**src/rtl/arb_rr_v2.sv**
```systemverilog
// Registered round-robin arbiter with rotating priority pointer and flop-driven grant outputs.
// Optional hold budget per ownership is compiled in when ARB_HOLD_LIMIT_EN is defined.
module arb_rr_v2 #(
    parameter int NUM_PORTS = 8,
    parameter int MAX_HOLD  = 16,
    localparam int IDX_W    = (NUM_PORTS > 1) ? $clog2(NUM_PORTS) : 1
) (
    input  logic                 clk,
    input  logic                 rst_n,
    input  logic [NUM_PORTS-1:0] req_i,
    input  logic                 done_i,
    output logic [NUM_PORTS-1:0] gnt_o,
    output logic [IDX_W-1:0]     gnt_idx_o,
    output logic                 gnt_valid_o
);

    localparam logic [0:0]       ST_IDLE  = 1'b0;
    localparam logic [0:0]       ST_GRANT = 1'b1;
    localparam logic [IDX_W-1:0] LAST_IDX = IDX_W'(NUM_PORTS - 1);
    localparam logic [IDX_W:0]   PORTS_W  = (IDX_W + 1)'(NUM_PORTS);

    if (NUM_PORTS < 1 || NUM_PORTS > 64) begin : g_bad_ports
        $error("arb_rr_v2: NUM_PORTS out of range 1..64");
    end
    if (MAX_HOLD < 1 || MAX_HOLD > 255) begin : g_bad_hold
        $error("arb_rr_v2: MAX_HOLD out of range 1..255");
    end

    logic [0:0]             state;
    logic [IDX_W-1:0]       ptr;
    logic [2*NUM_PORTS-1:0] req_dbl;
    logic [NUM_PORTS-1:0]   req_rot;
    logic [IDX_W-1:0]       win_off;
    logic [IDX_W:0]         win_sum;
    logic [IDX_W-1:0]       win_idx;
    logic                   win_found;
    logic [NUM_PORTS-1:0]   win_onehot;
    logic                   owner_req;
    logic                   hold_hit;
    logic                   release_now;
    logic [IDX_W-1:0]       ptr_next;

    // Rotate requests so the pointer position lands at bit 0; the lowest set bit is then the winner's offset.
    assign req_dbl = {req_i, req_i} >> ptr;
    assign req_rot = req_dbl[NUM_PORTS-1:0];

    // NOTE: every variable gets a default at the top of always_comb so no path can infer a latch.
    always_comb begin
        win_off = '0;
        for (int k = NUM_PORTS - 1; k >= 0; k--) begin
            if (req_rot[k]) win_off = k[IDX_W-1:0];
        end
        win_sum = {1'b0, ptr} + {1'b0, win_off};
        if (win_sum >= PORTS_W) win_sum = win_sum - PORTS_W;
        win_idx = win_sum[IDX_W-1:0];
    end

    assign win_found  = |req_i;
    assign win_onehot = NUM_PORTS'(1) << win_idx;

    assign owner_req   = |(req_i & gnt_o);
    assign release_now = done_i | ~owner_req | hold_hit;
    assign ptr_next    = (gnt_idx_o == LAST_IDX) ? '0 : gnt_idx_o + 1'b1;

`ifdef ARB_HOLD_LIMIT_EN
    logic [7:0] hold_cnt;

    assign hold_hit = (hold_cnt == 8'(MAX_HOLD));

    always_ff @(posedge clk) begin
        if (!rst_n) begin
            hold_cnt <= '0;
        end else if (state == ST_IDLE) begin
            hold_cnt <= win_found ? 8'd1 : 8'd0;
        end else if (release_now) begin
            hold_cnt <= '0;
        end else if (!hold_hit) begin
            hold_cnt <= hold_cnt + 8'd1;
        end
    end
`else
    assign hold_hit = 1'b0;
`endif

    // NOTE: sequential state uses non-blocking assignments so every flop samples pre-edge values.
    always_ff @(posedge clk) begin
        if (!rst_n) begin
            state       <= ST_IDLE;
            ptr         <= '0;
            gnt_o       <= '0;
            gnt_idx_o   <= '0;
            gnt_valid_o <= 1'b0;
        end else begin
            case (state)
                ST_IDLE: begin
                    if (win_found) begin
                        state       <= ST_GRANT;
                        gnt_o       <= win_onehot;
                        gnt_idx_o   <= win_idx;
                        gnt_valid_o <= 1'b1;
                    end
                end
                ST_GRANT: begin
                    // All release causes collapse into one event, so the pointer advances exactly once.
                    if (release_now) begin
                        state       <= ST_IDLE;
                        ptr         <= ptr_next;
                        gnt_o       <= '0;
                        gnt_idx_o   <= '0;
                        gnt_valid_o <= 1'b0;
                    end
                end
                default: begin
                    state       <= ST_IDLE;
                    gnt_o       <= '0;
                    gnt_idx_o   <= '0;
                    gnt_valid_o <= 1'b0;
                end
            endcase
        end
    end

endmodule

```
**config.mk**
```make
export PLATFORM = sky130hd
export DESIGN_NAME = arb_rr_v2
export DESIGN_NICKNAME = d
export VERILOG_FILES = /design/src/rtl/arb_rr_v2.sv
export SDC_FILE = /design/constraint.sdc
export NUM_CORES = 1
export LEC_CHECK = 0
export BUFFER_PORTS_ARGS = -buffer_cell sky130_fd_sc_hd__clkbuf_2
export CAP_MARGIN = 10
export CORE_ASPECT_RATIO = 1.5
export CORE_UTILIZATION = 50
export CTS_CLUSTER_SIZE = 20
export DETAILED_ROUTE_END_ITERATION = 6
export PLACE_DENSITY = 0.79
export SLEW_MARGIN = 20
export SYNTH_ARGS = -nofsm -noshare
export SYNTH_HDL_FRONTEND = slang
export SYNTH_SLANG_ARGS = --single-unit
```
**constraint.sdc**
```tcl
create_clock -name clk -period 7.4 [get_ports clk]
set_input_delay 1.48 -clock clk [delete_from_list [all_inputs] [get_ports clk]]
set_output_delay 1.48 -clock clk [all_outputs]
set_load 0.005 [all_outputs]
```
==> out/metrics.csv <==
metric,value,unit
drive_above_1_share,23.8,%
post-route-period-util,53.7,%
synth_top_area_share,23.3,%
cts_buffers,3,
crit_path_end_kind,flop,
crit_fanout,9,
synth_mux_area_share,28.9,%
r2r_start,ptr[1]$_SDFFE_PN0P_,
grt_pass1_vias,1202,
cts_setup_buffers,0,
r2r-end,gnt_o[4]$_SDFFE_PN0P_,
synth_flop_cell,dfxtp_1,
antenna_found_initial,0,
relSlewSlack,36.8,%
synthTopCellsByArea,"dfxtp_1 (23%), mux4_1 (9.6%), mux2i_1 (8.7%)",
cts-root-buf,clkbuf_4,
vias,1236,
cts_tree,done,
fillers,241,
cp.required,7.63,ns
ys_seq_elements,16,
rsz0062_at_grt,no,
clock-skew-final,0.00559,ns
synth.cell_area,1380,um2
fmax,252,MHz
arrival,4.20,ns
gp_congestion,0.856,
rows,22,
finalWirelength,3150,um
power_density,261,nW/um2
ant_nets,0,
wl_per_cell,15.4,um
grt_pass1_wl,5580,um
reg2reg_depth,11,
synth.most_common_cell,nor2_1,
whs_endpoint,gnt_o[0]$_SDFFE_PN0P_,
diodes,0,
synthAdderAreaFrac,4.19,%
startpoint_type,input pin,
drc,0,
seq_area_frac_synth,23.3,%
synth_top_family_by_area,multiplexers,
drt_pass1_iterations,4,
worst-setup-path-type,in2reg,
io_pins,23,
ir_drop,169,uV
fin_crit,3.97,ns
grt_max_degree,21,
hold_viol_final,0,
port_buffers,22,
flow.area_growth_from_synthesis,10.8,%
drt_iter0_drc,32,
hp-class,reg2reg,
syn_nets,165,
yosysTopAreaCell,dfxtp_1,
synth-warning-count,0,
overflow,0,
synth_top_cells_by_count,"nor2_1 (21), dfxtp_1 (16), mux2i_1 (12), nand2_1 (12), a21oi_1 (8)",
synth.distinct_cells,42,
dpl.hpwl,2380,um
track_usage,24.9,%
die-area,2970,um2
htreeDepth,1,
worstMarginPinSlew,0.941,ns
via_per_inst,6.06,
start_util,54.3,%
worstHoldStart,gnt_o[0]$_SDFFE_PN0P_,
finalNetCount,184,
yosys.area_share.simple,17.2,%
synth_compound_area_share,19.2,%
cts_resized,0,
synth_cells,150,
setup-tns-final,0,ns
final-max-slew-violation-count,0,
synth-xor-area-share,1.82,%
status,"complete, no violations",
die_y,66.2,um
die_w,44.8,um
reg2reg_setup_slack,3.77,ns
core_area,2530,um2
clock_sinks,16,
maxCapViolations,0,
setup_viol,0,
clk_path_buf_depth,2,
synth_area_per_cell,9.17,um2
ctsHoldBuffers,0,
whs,0.480,ns
postSynth.asyncResetShare,0,%
hold_depth,2,
clk_pin_slew,0.09,ns
synth_edf_count,0,
power.leakage,0.000628,uW
clkLatencyLatePin,0.28,ns
worst max path at each step:
| stage | depth (start not counted) | endpoint | from |
|---|---|---|---|
| 2_1_floorplan | 12 | gnt_o[4]$_SDFFE_PN0P_ | req_i[0] |
| 3_3_place_gp | 12 | gnt_o[4]$_SDFFE_PN0P_ | req_i[0] |
| 3_5_place_dp | 12 | gnt_o[3]$_SDFFE_PN0P_ | req_i[0] |
| 4_1_cts | 12 | gnt_o[4]$_SDFFE_PN0P_ | req_i[0] |
| 5_1_grt | 12 | gnt_o[0]$_SDFFE_PN0P_ | req_i[0] |
| 6_report | 12 | gnt_o[4]$_SDFFE_PN0P_ | req_i[0] |
layout by cell type, fill, tap and decap left out, types with 2 or more instances in the layout:
master	instances
nand2_1	12
nand2b_1	4
ha_1	3
a21oi_1	8
o21ai_0	5
o21a_1	2
a211oi_1	3
clkbuf_2	22
nand3b_1	2
mux2i_1	12
mux2_2	5
nor2b_1	4
and3_1	2
inv_1	6
nor2_1	21
mux4_1	5
a22o_1	4
clkbuf_4	3
dfxtp_1	16
mux4_2	4
nor3_1	2
a22oi_1	4
per-stage QoR:
| stage | setup slack [ns] | area, um2 | utilization (%) | instances | total power (uW) |
|---|---|---|---|---|---|
| after global routing | 3.20 | 1520 | 60.2 | 204 | 430 |
| after detailed placement | 3.15 | 1490 | 58.7 | 200 | 340 |
| after CTS | 3.45 | 1520 | 60.2 | 204 | 397 |
| final | 3.43 | 1520 | 60.2 | 204 | 398 |
| after global placement | 3.28 | 1490 | 58.7 | 200 | 332 |
| after floorplan | 3.43 | 1380 | - | 150 | 290 |
worst max-delay path: stages:
cell      delay [ns]
clkbuf_2        0.15
mux2_2          0.30
mux2_2          0.27
a211oi_1        0.32
a21oi_1         0.07
o31ai_1         0.22
ha_1            0.18
inv_1           0.05
fa_1            0.37
xor2_1          0.18
xnor2_2         0.39
a32o_1          0.23
registers in the layout, indices dropped and copies added, names as in the netlist:
register     count
ptr              3
gnt_o            8
gnt_valid_o      1
state            1
gnt_idx_o        3
cell type report:
| cell class | instances | area [um2] | area share (%) |
|---|---|---|---|
| clock buffers | 4 | 36.3 | 2.38 |
| inverters | 7 | 31.3 | 2.05 |
| multi-input cells | 119 | 981 | 64.4 |
| flip-flops and latches | 16 | 320 | 21.0 |
| well taps | 36 | 45.0 | 2.96 |
| repair buffers | 22 | 110 | 7.22 |
layer usage:
metal  part of all wire, %  GRT usage, %  vias up
met5                     0             0        -
met4                   1.2          7.20        0
met3                   5.1          1.64        7
met2                    53          44.1       43
met1                    40          31.3      587
li1                      -             -      599
cell families after synthesis:
family          after synthesis
compound gates               36
simple gates                 51
fa+ha+maj                     4
xor+xnor                      2
flops                        16
buf+inv                      15
mux                          26
where the power goes:
part / total, uW / switching, uW / leakage [uW] / internal [uW]
clock network: 57.5 / 27.5 / 0.0000210 / 29.9
logic: 200 / 102 / 0.000476 / 98.3
registers: 140 / 34.0 / 0.000131 / 106
No activity file was read; power rests on OpenSTA's default activity.
